## config.mk

```make
export PLATFORM = sky130hd
export DESIGN_NAME = framebuffer_fill_arbiter
export DESIGN_NICKNAME = d
export VERILOG_FILES = /design/src/rtl/framebuffer_fill_arbiter.sv
export SDC_FILE = /design/constraint.sdc
export NUM_CORES = 1
export LEC_CHECK = 0
export BUFFER_PORTS_ARGS = -buffer_cell sky130_fd_sc_hd__buf_2
export CAP_MARGIN = 20
export CORE_ASPECT_RATIO = 1.4
export CORE_MARGIN = 2
export CORE_UTILIZATION = 35
export CTS_BUF_LIST = sky130_fd_sc_hd__clkbuf_8
export DETAILED_ROUTE_END_ITERATION = 8
export PLACE_DENSITY_LB_ADDON = 0.08
export SLEW_MARGIN = 20
export SYNTH_ARGS = -nofsm -noshare
export SYNTH_HDL_FRONTEND = slang
export SYNTH_SLANG_ARGS = --single-unit
export TNS_END_PERCENT = 100
```

## constraint.sdc

```tcl
create_clock -name clk -period 2.1 [get_ports clk]
set_input_delay 0.105 -clock clk [delete_from_list [all_inputs] [get_ports clk]]
set_output_delay 0.105 -clock clk [all_outputs]
set_load 0.005 [all_outputs]
```

## src/rtl/framebuffer_fill_arbiter.sv

```systemverilog
// Framebuffer port-A owner: shares the port between CPU accesses and a linear fill engine.
// Ports: CPU request/ready with read-data valid pulse one cycle after a granted read;
// fill start/abort/busy/done; combinational framebuffer port-A drive; registered fbDataOut in.
module framebuffer_fill_arbiter #(
  parameter  int WIDTH = 9,
  parameter  int DEPTH = 2048,
  localparam int AW    = $clog2(DEPTH)
) (
  input  logic             clk,
  input  logic             resetN,
  input  logic             cpuRequest,
  input  logic             cpuWrite,
  input  logic [AW-1:0]    cpuAddress,
  input  logic [WIDTH-1:0] cpuDataIn,
  output logic             cpuReady,
  output logic [WIDTH-1:0] cpuDataOut,
  output logic             cpuDataValid,
  input  logic             fillStart,
  input  logic [AW-1:0]    fillAddress,
  input  logic [AW:0]      fillCount,
  input  logic [WIDTH-1:0] fillValue,
  input  logic             fillAbort,
  output logic             fillBusy,
  output logic             fillDone,
  output logic [AW-1:0]    fbAddress,
  output logic [WIDTH-1:0] fbDataIn,
  output logic             fbWriteEnable,
  input  logic [WIDTH-1:0] fbDataOut
);

  typedef enum logic {IDLE, FILL} state_t;

  localparam logic [AW:0]   DEPTH_C   = (AW+1)'(DEPTH);
  localparam logic [AW-1:0] LAST_ADDR = AW'(DEPTH - 1);

  state_t           state_q, state_d;
  logic             enabled_q;
  logic             last_fill_q, last_fill_d;  // 1 = fill won the last granted cycle
  logic [AW-1:0]    ptr_q, ptr_d;
  logic [AW:0]      rem_q, rem_d;
  logic [WIDTH-1:0] val_q, val_d;
  logic             done_q, done_d;
  logic             rd_vld_q;
  logic [WIDTH-1:0] rd_dat_q;

  logic             grant_cpu, grant_fill;
  logic [AW:0]      eff_count;

  assign eff_count = (fillCount > DEPTH_C) ? DEPTH_C : fillCount;

  always_comb begin
    state_d       = state_q;
    last_fill_d   = last_fill_q;
    ptr_d         = ptr_q;
    rem_d         = rem_q;
    val_d         = val_q;
    done_d        = 1'b0;
    grant_cpu     = 1'b0;
    grant_fill    = 1'b0;
    fbAddress     = '0;
    fbDataIn      = '0;
    fbWriteEnable = 1'b0;

    // Arbitration: in FILL with both sides asking, the loser of the last cycle wins.
    if (enabled_q) begin
      if (state_q == FILL) begin
        if (cpuRequest) begin
          grant_cpu  = last_fill_q;
          grant_fill = !last_fill_q;
        end else begin
          grant_fill = 1'b1;
        end
      end else begin
        grant_cpu = cpuRequest;
      end
    end

    if (grant_cpu) begin
      last_fill_d   = 1'b0;
      fbAddress     = cpuAddress;
      fbDataIn      = cpuDataIn;
      fbWriteEnable = cpuWrite;
    end else if (grant_fill) begin
      last_fill_d   = 1'b1;
      fbAddress     = ptr_q;
      fbDataIn      = val_q;
      fbWriteEnable = 1'b1;
    end

    case (state_q)
      IDLE: begin
        // A start accompanied by an abort is dropped entirely.
        if (fillStart && !fillAbort) begin
          if (eff_count == '0) begin
            done_d = 1'b1;
          end else begin
            state_d = FILL;
            ptr_d   = fillAddress;
            rem_d   = eff_count;
            val_d   = fillValue;
          end
        end
      end
      FILL: begin
        if (grant_fill) begin
          // Explicit wrap so non power-of-two depths stay in range.
          ptr_d = (ptr_q == LAST_ADDR) ? '0 : ptr_q + 1'b1;
          rem_d = rem_q - 1'b1;
          if (rem_q == (AW+1)'(1)) begin
            state_d = IDLE;
            done_d  = !fillAbort;
          end
        end
        if (fillAbort) state_d = IDLE;
      end
      default: state_d = IDLE;
    endcase
  end

  always_ff @(posedge clk or negedge resetN) begin
    if (!resetN) begin
      state_q     <= IDLE;
      enabled_q   <= 1'b0;
      last_fill_q <= 1'b1;
      ptr_q       <= '0;
      rem_q       <= '0;
      val_q       <= '0;
      done_q      <= 1'b0;
      rd_vld_q    <= 1'b0;
      rd_dat_q    <= '0;
    end else begin
      state_q   <= state_d;
      enabled_q <= 1'b1;
      if (grant_cpu || grant_fill) last_fill_q <= last_fill_d;
      ptr_q     <= ptr_d;
      rem_q     <= rem_d;
      val_q     <= val_d;
      done_q    <= done_d;
      rd_vld_q  <= grant_cpu && !cpuWrite;
      if (rd_vld_q) rd_dat_q <= fbDataOut;
    end
  end

  assign cpuReady     = grant_cpu;
  assign cpuDataValid = rd_vld_q;
  // Framebuffer output is live during the valid cycle; hold the last read afterwards.
  assign cpuDataOut   = rd_vld_q ? fbDataOut : rd_dat_q;
  assign fillBusy     = (state_q == FILL);
  assign fillDone     = done_q;

endmodule

```

==> run summary, run 1 <==
Syn Nets: 341
Placer Congestion: 0.8413
Max-cap check violation count: 0
Starting Density: 35.84%
CTS buffer count: 5
Synthesized area per cell: 9.613 sq um
Top FF cell, synth: dfrtp_1
Post-synthesis sequential area ratio: 44.24%
Avg WL per Cell: 15.34 microns
Synth top area share: 43.23%
Net Sw Frac: 36.01%
Cell chain of the critical path: inv_1 -> ha_1 -> nand2b_4 -> or4_1 -> or3_1 -> a21oi_1 -> a221o_2
Fin crit period: 1.928 ns
Final instance area: 3390 sq um
Crit path kind: flop to flop
Clock transition at the registers of the reported paths: 0.09 ns
Worst EP required: 2.34 ns
Post-Syn Instances: 271
Placed cells: 467
Share of total power in sequential cells: 48.3%
Detailed Routing Iterations Pass 1: 4
Period utilization: 91.82%
Hold Crit Class: primary input to flop
Most frequent cells in the layout: 100 x buf_2, 45 x dfrtp_1, 24 x nand2_1, 21 x a22o_1, 20 x a21oi_1
Post-synth ARST share: 100.0%
Status: finished clean
Initial DRC count: 102
Core ar.: 7268 sq um
Worst Tran Pin Value: 0.5816 ns
FMAX: 518.6 MHz
Setup violators final: 0
Crit path from: rem_q[0]
Synth Cell Area: 2605 sq um
Hold_sp: fillValue[5]
Dominant cells by area after synthesis: dfrtp_1 43%, mux2_2 8.2%, a22o_1 7.1%, a21oi_1 4.2%, nand2_1 3.5%
Htree depth: 2
Crit path DAT: 2.17 ns
CP Max Fanout: 5
Ys Warns: 0
P_int: 1881 uW
CTS tree: done
CP peak stage delay: 0.43 ns
FF-to-FF setup slack: 0.17 ns
CP Buf/Inv Count: 1
DIE AREA: 8159 sq um
Commonest non-fill, non-tap cell in the layout: buf_2
Gr ovfl total: 0
Sw power: 1058 uW
# DRC: 0
CP Capture Type: flop
Layout Cells excl Fill: 478
Final nets: 450
Synthesized flop and latch total: 46
Clk_skew: 0.008997 ns
Reg2reg start: rem_q[0]
Final HPWL DP: 5456 microns
Initial antenna violation count: 0
Lkg Pwr: 0.001615 uW
Synth Area in Simple Gates: 18.40%
Pwr dens: 867.2 nW/um^2
XOR/XNOR share of the synthesized area: 0%
Post-synth top area cell: dfrtp_1
Chip Width: 76.92 microns
DP Area: 3263 sq um
Post-CTS Setup Repair Bufs: 0
Clock Latency Late Sink: 0.30 ns
Peak VDD IR: 0.2912 mV
Clock sink total: 46
Total track usage: 18.80%
CP delay by family, top: simple AND/OR/NAND/NOR gates
Post-synth EDFFs: 0
Final wirelength: 7333 microns
Post-synthesis compound-gate area fraction: 22.72%
Yosys cell types: 53
CP max-delay cell: dfrtp_1
Diodes inserted: 0
Combinational family with the most area after synthesis: compound AO/OA/AOI/OAI gates
Slew Limit Fails: 0
# rows: 37
Unrepaired setup endpoints after global routing: false
Largest net degree at the start of global routing: 25
Number of global-route vias before repair: 2,550
Routed vias: 2,522
I/O Pins: 101
Share of cells above drive strength 1: 39.37%
Count of buffers from port buffering: 100
Antenna viol nets, final: 0
Comb pwr share: 33.6%
Mux cell area share after synthesis: 8.982%
Chip height: 106.1 microns
Startpoint types: flop
Clock root cell: clkbuf_8
Slew HR: 61.08%
Avg Vias per Cell: 5.276
Clock Path Buffers: 2
Synthesis-to-finish area growth: 30.12%
Hold Fails Final Rpt: 0
Post-Synth Adder-Cell Area: 1.441%
Global-route wire length before repair: 12,220 microns
Clock Power Share: 18.1%
Aggregate negative setup slack: 0 ns
-- worst paths after layout --
| path | endpoint | depth (start not counted) |
|---|---|---|
| worst max register to register | rem_q[6] | 7 |
| worst min register to register | rd_dat_q[7] | 1 |
| worst max-delay path | rem_q[6] | 7 |
| worst min-delay path | val_q[5] | 2 |
| max in group asynchronous | rd_dat_q[1] | 3 |
| min in group asynchronous | rem_q[5] | 2 |
-- area by class of cell --
cell class	count	area [sq um]
Clock buffer	5	68.82
Clock inverter	3	13.76
Fill cell	756	3879
Inverter	10	37.54
Multi-Input combinational cell	201	1368
Sequential cell	46	1152
Tap cell	97	121.4
Timing Repair Buffer	116	628.1
-- repair_timing --
item | 4_1_cts | 5_1_grt
hold endpoints to repair | 22 | 0
setup endpoints to repair | 0 | 4
resized for setup | 0 | 2
hold buffers | 3 | 0
-- stage by stage --
| stage | hold slack [ns] | setup WS [ns] | util (%) | power, uW |
|---|---|---|---|---|
| 2_1_floorplan | -0.1906 | 0.3429 | - | 2016 |
| 3_3_place_gp | 0.1131 | 0.1778 | 44.90 | 2382 |
| 3_5_place_dp | 0.1170 | 0.1084 | 44.90 | 2416 |
| 4_1_cts | 0.01686 | 0.08596 | 46.45 | 2970 |
| 5_1_grt | 0.01330 | 0.03226 | 46.63 | 3167 |
| 6_report | 0.02401 | 0.1718 | 46.63 | 2939 |
-- worst reg2reg max path, delay by kind of cell (launching register included) --
kind            cells  cell delay (ns)
fa+ha+maj           1             0.25
simple gates        3             0.83
buf+inv             1             0.09
flops               1             0.43
compound gates      2             0.26
-- layer usage --
metal	wire (microns)	track usage [%]
met5	0	0
met2	3525	32.08
met3	419	3.650
met4	142	7.143
met1	3245	23.38
-- registers in the layout (all words and copies together), names as in the netlist --
signal,flops
cpuDataValid,1
enabled_q,1
fillBusy,1
fillDone,1
last_fill_q,1
ptr_q,11
rd_dat_q,9
rem_q,12
val_q,9
-- cell usage after synthesis, types with 2 or more instances --
cell / instances
o2bb2ai_1: 2
a2bb2oi_1: 2
dfrtp_1: 45
nor3b_1: 3
nor3_1: 8
o2bb2a_1: 2
nor2_1: 14
o22ai_1: 4
nand3b_1: 3
o31ai_1: 3
nor2b_1: 2
a211oi_1: 2
o211ai_1: 2
ha_1: 3
and3_1: 2
a22o_1: 21
nand2_1: 24
o22a_1: 2
mux2i_1: 2
inv_1: 10
o21ai_0: 14
buf_2: 4
nor4_1: 7
clkbuf_1: 7
a21oi_1: 22
mux2_2: 19
nand3_1: 16
-- cell families (layout without fill, tap and decap cells) --
kind of cell / after synthesis / after routing
AOI/OAI and AO/OA: 85 / 85
buffers and inverters: 24 / 134
muxes: 21 / 21
DFF: 46 / 46
other: 1 / 1
adders and majority gates: 3 / 3
and+or+nand+nor: 91 / 91
-- power groups by stage --
| stage | combinational [uW] | clock (uW) | sequential [uW] |
|---|---|---|---|
| 4_1_cts | 994 | 563 | 1410 |
| 5_1_grt | 1110 | 591 | 1470 |
| 2_1_floorplan | 669 | 0 | 1350 |
| 6_report | 987 | 531 | 1420 |
| 3_3_place_gp | 963 | 0 | 1420 |
| 3_5_place_dp | 988 | 0 | 1430 |
Note: power is estimated with default switching activity, not from simulation.
==> inputs of run 2 (changes only) <==
Settings changed: PLACE_DENSITY_LB_ADDON 0.08 to not set.
==> run 2 against run 1 <==
  * Global-route usage fell by 0.70 points
  * Utilization rose by 0.52 points
  * Cell count fell by 0.21%
  * Register-to-register slack improved by 0.05 ns
  * Die area did not move
  * Routed wire length fell by 2.7%
  * Clock-buffer cell count did not move
==> run summary, run 2 (same netlist as run 1, synthesis figures left out) <==
Crit path kind: flop to flop
DP Area: 3281 sq um (+0.54%)
Avg Vias per Cell: 5.233 (-0.82%)
Core ar.: 7268 sq um (unchanged)
Multi-input gate area: 1360 sq um (-0.55%)
Commonest non-fill, non-tap cell in the layout: buf_2
CP delay by family, top: simple AND/OR/NAND/NOR gates
Crit path from: rem_q[0]
Core Util, Final: 47.15% (+0.52 points)
Pwr dens: 893.1 nW/um^2 (+3.0%)
Initial DRC count: 106 (+3.9%)
Global-route wire length before repair: 11,930 microns (-2.4%)
Hold_sp: fillValue[6]
Placement Setup Slack: 0.1836 ns (+0.07520 ns)
Placed cells: 466 (-0.21%)
# rows: 37 (unchanged)
Clk_skew: 0.003319 ns (-0.005678 ns)
Chip height: 106.1 microns (unchanged)
Worst EP required: 2.34 ns (about the same)
Slew Limit Fails: 0 (unchanged)
Detailed Routing Iterations Pass 1: 4 (unchanged)
Synthesis-to-finish area growth: 31.56%
Largest net degree at the start of global routing: 47 (+88%)
Initial antenna violation count: 0 (unchanged)
Lkg Pwr: 0.001624 uW (+0.52%)
Setup violators final: 0 (unchanged)
DIE AREA: 8159 sq um (unchanged)
CP peak stage delay: 0.42 ns (about the same)
Clock root cell: clkbuf_8
CTS buffer count: 5 (unchanged)
Layout Cells excl Fill: 477 (-0.21%)
CP Capture Type: flop
Clock sink total: 46 (unchanged)
Antenna viol nets, final: 0 (unchanged)
I/O Pins: 101 (unchanged)
Status: finished clean
# DRC: 0 (unchanged)
Gr ovfl total: 0 (unchanged)
Placer Congestion: 0.8521 (+1.3%)
Most frequent cells in the layout: 100 x buf_2, 45 x dfrtp_1, 24 x nand2_1, 21 x a22o_1, 20 x a21oi_1
Top reg by flops: rem_q
Setup WS post-layout: 0.2232 ns (+0.05140 ns)
Reg2reg start: rem_q[0]
Clock Path Buffers: 2 (unchanged)
Max reg flops: 12 (unchanged)
Crit path DAT: 2.12 ns (-0.05 ns)
Clock Latency Late Sink: 0.30 ns (about the same)
Starting Density: 35.84% (unchanged)
Chip Width: 76.92 microns (unchanged)
Total track usage: 18.10% (-0.70 points)
Post-CTS Setup Repair Bufs: 0 (unchanged)
Hold Fails Final Rpt: 0 (unchanged)
Largest regs: rem_q: 12 flops, ptr_q: 11 flops
Slew HR: 61.12% (about the same)
Unrepaired setup endpoints after global routing: false
Final nets: 449 (-0.22%)
FMAX: 532.8 MHz (+2.7%)
Clock transition at the registers of the reported paths: 0.09 ns (about the same)
Worst Tran Pin Value: 0.5832 ns (+0.001597 ns)
Peak VDD IR: 0.3336 mV (+15%)
Period utilization: 89.37% (-2.4 points)
CP Buf/Inv Count: 1 (unchanged)
FF+latch area: 1152 sq um (unchanged)
Startpoint types: flop
CP Max Fanout: 5 (unchanged)
Avg WL per Cell: 14.96 microns (-2.5%)
Number of global-route vias before repair: 2,478 (-2.8%)
Final wirelength: 7135 microns (-2.7%)
Htree depth: 2 (unchanged)
Fin crit period: 1.877 ns (-0.05140 ns)
Cell chain of the critical path: inv_1 -> ha_1 -> nand2b_4 -> or4_1 -> or3_1 -> a21oi_1 -> a221o_2
Max-cap check violation count: 0 (unchanged)
Filler cells: 727 (-3.8%)
Aggregate negative setup slack: 0 ns (unchanged)
Routed vias: 2,496 (-1.0%)
CTS tree: done
Hold Crit Class: primary input to flop
Share of cells above drive strength 1: 39.21% (-0.16 points)
CP max-delay cell: dfrtp_1
Final instance area: 3427 sq um (+1.1%)
Final HPWL DP: 5433 microns (-0.42%)
Count of buffers from port buffering: 100 (unchanged)
Diodes inserted: 0 (unchanged)
[run 2: cell type report]
cell class              count  area share (%)
repair buffers            115           18.84
clock buffers               5           2.008
inverters                  10           1.095
multi-input cells         201           39.69
clock inverters             3           1.205
well taps                  97           3.541
flip-flops and latches     46           33.63
[run 2: path summary, 6_finish.rpt]
kind / end / slack [ns] / cells past startpoint
hold / removal: val_q[6] / 0.03 / 2
min in group asynchronous: rem_q[11] / 0.42 / 3
setup / recovery: rem_q[6] / 0.22 / 7
hold reg to reg: rd_dat_q[1] / 0.50 / 1
max in group asynchronous: ptr_q[7] / 1.28 / 3
setup reg to reg: rem_q[6] / 0.22 / 7
[run 2: report_power, final]
group          total, uW  internal (uW)  switching, uW
Clock                652            350            302
Combinational        987            518            470
Sequential          1420           1140            279
[run 2: metal layers]
metal  up-vias  GRT usage, %  wire (microns)
li1       1227             -               -
met1      1163         21.77            3127
met2        99         32.14            3464
met3         7         3.905             440
met4         0         5.455             102
met5         -             0               0
[run 2: stage by stage]
step | hold WS, ns | power [uW]
after detailed placement | 0.2419 | 2412
after CTS | 0.02582 | 3078
after global placement | 0.2353 | 2381
after floorplan | -0.1906 | 2016
final | 0.02977 | 3061
after global routing | 0.02732 | 3277
[run 2: timing repair]
| item | 4_1_cts | 5_1_grt |
|---|---|---|
| endpoints found under the setup margin | 0 | 1 |
| resized for setup | 0 | 1 |
| endpoints found under the hold margin | 47 | 0 |
| hold buffers | 3 | 0 |
==> inputs of run 3 (changes only) <==
Settings changed: MAX_ROUTING_LAYER set to met4.
==> run 3 against run 2 <==
  * Sequential power hardly changed
  * Critical endpoint unchanged
  * Combinational power hardly changed
  * Worst setup slack worse by 0.0018 ns
  * Global-route usage is 0.50 points higher
  * Maximum frequency hardly changed
  * Sequential share of layout area stayed put
  * Largest power group unchanged
==> run summary, run 3 (same netlist as run 1, synthesis figures left out) <==
Status: finished clean
Avg Vias per Cell: 5.241 (+0.16%)
Final wirelength: 7119 microns (-0.22%)
# rows: 37 (unchanged)
I/O Pins: 101 (unchanged)
Count of buffers from port buffering: 100 (unchanged)
Clock transition at the registers of the reported paths: 0.09 ns (about the same)
Final nets: 449 (unchanged)
Lkg Pwr: 0.001624 uW (unchanged)
Crit path kind: flop to flop
Largest regs: rem_q: 12 flops, ptr_q: 11 flops
Placer Congestion: 0.8657 (+1.6%)
Worst Tran Pin Value: 0.5804 ns (-0.002761 ns)
Antenna viol nets, final: 0 (unchanged)
Hold Crit Class: primary input to flop
Slew HR: 61.31% (+0.18 points)
FMAX: 532.3 MHz (about the same)
Period utilization: 89.46% (about the same)
P_int: 2010 uW (about the same)
Cell chain of the critical path: inv_1 -> ha_1 -> nand2b_4 -> or4_1 -> or3_1 -> a21oi_1 -> a221o_2
Clock Power Share: 21.3% (about the same)
Initial antenna violation count: 0 (unchanged)
Share of total power in sequential cells: 46.4% (about the same)
Starting Density: 35.84% (unchanged)
CTS tree: done
Detailed Routing Iterations Pass 1: 4 (unchanged)
Crit. path cell count: 7 (unchanged)
Comb pwr share: 32.3% (about the same)
Crit path DAT: 2.12 ns (about the same)
Min Hold Slack: 0.02965 ns (-0.0001181 ns)
Clk_skew: 0.004372 ns (+0.001052 ns)
CP Capture Type: flop
CP peak stage delay: 0.42 ns (about the same)
Unrepaired setup endpoints after global routing: false
Reg2reg end: rem_q[6]
Filler cells: 727 (unchanged)
Aggregate negative setup slack: 0 ns (unchanged)
CP delay by family, top: simple AND/OR/NAND/NOR gates
Largest net degree at the start of global routing: 47 (unchanged)
Clock root cell: clkbuf_8
Share of cells above drive strength 1: 39.21% (unchanged)
Peak VDD IR: 0.3340 mV (+0.13%)
DIE AREA: 8159 sq um (unchanged)
Final HPWL DP: 5433 microns (unchanged)
Most frequent cells in the layout: 100 x buf_2, 45 x dfrtp_1, 24 x nand2_1, 21 x a22o_1, 20 x a21oi_1
Avg WL per Cell: 14.92 microns (-0.22%)
Clock Path Buffers: 2 (unchanged)
Clock Latency Late Sink: 0.30 ns (about the same)
Routed vias: 2,500 (+0.16%)
Hold_sp: fillValue[6]
# DRC: 0 (unchanged)
Initial DRC count: 93 (-12%)
CP Max Fanout: 5 (unchanged)
Htree depth: 2 (unchanged)
CTS buffer count: 5 (unchanged)
Max reg flops: 12 (unchanged)
Global-route wire length before repair: 11,940 microns (about the same)
Chip Width: 76.92 microns (unchanged)
Max-cap check violation count: 0 (unchanged)
Hold depth: 2 (unchanged)
CP Buf/Inv Count: 1 (unchanged)
Gr ovfl total: 0 (unchanged)
Reg2reg start: rem_q[0]
Total track usage: 18.60% (+0.50 points)
Reg2Reg Depth: 7 (unchanged)
Worst EP required: 2.34 ns (about the same)
CP max-delay cell: dfrtp_1
Diodes inserted: 0 (unchanged)
Top reg by flops: rem_q
Core ar.: 7268 sq um (unchanged)
Net Sw Frac: 34.23% (-0.11 points)
FF-to-FF setup slack: 0.22 ns (about the same)
Hold Fails Final Rpt: 0 (unchanged)
Slew Limit Fails: 0 (unchanged)
Worst Hold End: val_q[6]
Number of global-route vias before repair: 2,474 (-0.16%)
Commonest non-fill, non-tap cell in the layout: buf_2
Clock sink total: 46 (unchanged)
Chip height: 106.1 microns (unchanged)
Setup violators final: 0 (unchanged)
Pwr dens: 891.7 nW/um^2 (-0.17%)
Sw power: 1046 uW (-0.48%)
Synthesis-to-finish area growth: 31.56% (unchanged)
Startpoint types: flop
Fin crit period: 1.879 ns (+0.001800 ns)
## run 3: cell counts in the layout (fill, tap and decap cells not counted)
No cell type changed its count.
## run 3: worst max path at each step
| stage | start | end |
|---|---|---|
| after floorplan | rem_q[0] | rem_q[6] |
| after global placement | fillCount[0] | rem_q[9] |
| after detailed placement | rem_q[5] | rem_q[9] |
| after CTS | rem_q[5] | rem_q[9] |
| after global routing | rem_q[6] | rem_q[9] |
| final | rem_q[0] | rem_q[6] |
## run 3: cell type report
cell class                 count  area, sq um  area share, %
multi-input combinational    201         1360          39.69
clock inverter                 3        41.29          1.205
timing repair buffer         115        645.6          18.84
clock buffer                   5        68.82          2.008
inverter                      10        37.54          1.095
sequential                    46         1152          33.63
tap                           97        121.4          3.541
## run 3: timing repair
| action | CTS | global route |
|---|---|---|
| setup endpoints to repair | 0 | 1 |
| hold endpoints to repair | 47 | 0 |
| hold buffers | 3 | 0 |
| setup buffers | 0 | 0 |
| resized for setup | 0 | 1 |
## run 3: power by group through the flow
stage	sequential, uW	combinational (uW)	clock, uW
detailed placement	1430	987	0
CTS	1410	994	674
global route	1470	1110	701
finish	1420	987	650
floorplan	1350	669	0
global placement	1420	966	0
## run 3: worst reg2reg max path, cell delays in order, from the launching register on
cell      delay, ns
dfrtp_1        0.42
inv_1          0.09
ha_1           0.24
nand2b_4       0.08
or4_1          0.42
or3_1          0.32
a21oi_1        0.15
a221o_2        0.12
## run 3: routing by layer
layer / wire length, microns / global-route usage [%] / vias to the layer above
li1: - / - / 1226
met1: 3114 / 22.04 / 1171
met2: 3471 / 32.14 / 96
met3: 430 / 3.480 / 7
met4: 103 / 5.455 / 0
met5: 0 / - / -
## run 3: stage by stage
| stage | power [uW] | worst slack (ns) | area [sq um] | util [%] | instances |
|---|---|---|---|---|---|
| final | 3056 | 0.2214 | 3427 | 47.15 | 477 |
| after global routing | 3275 | 0.1167 | 3427 | 47.15 | 477 |
| after CTS | 3078 | 0.1770 | 3421 | 47.06 | 477 |
| after detailed placement | 2412 | 0.1836 | 3281 | 45.14 | 466 |
| after global placement | 2381 | 0.2328 | 3281 | 45.14 | 466 |
| after floorplan | 2016 | 0.3429 | 2605 | - | 271 |
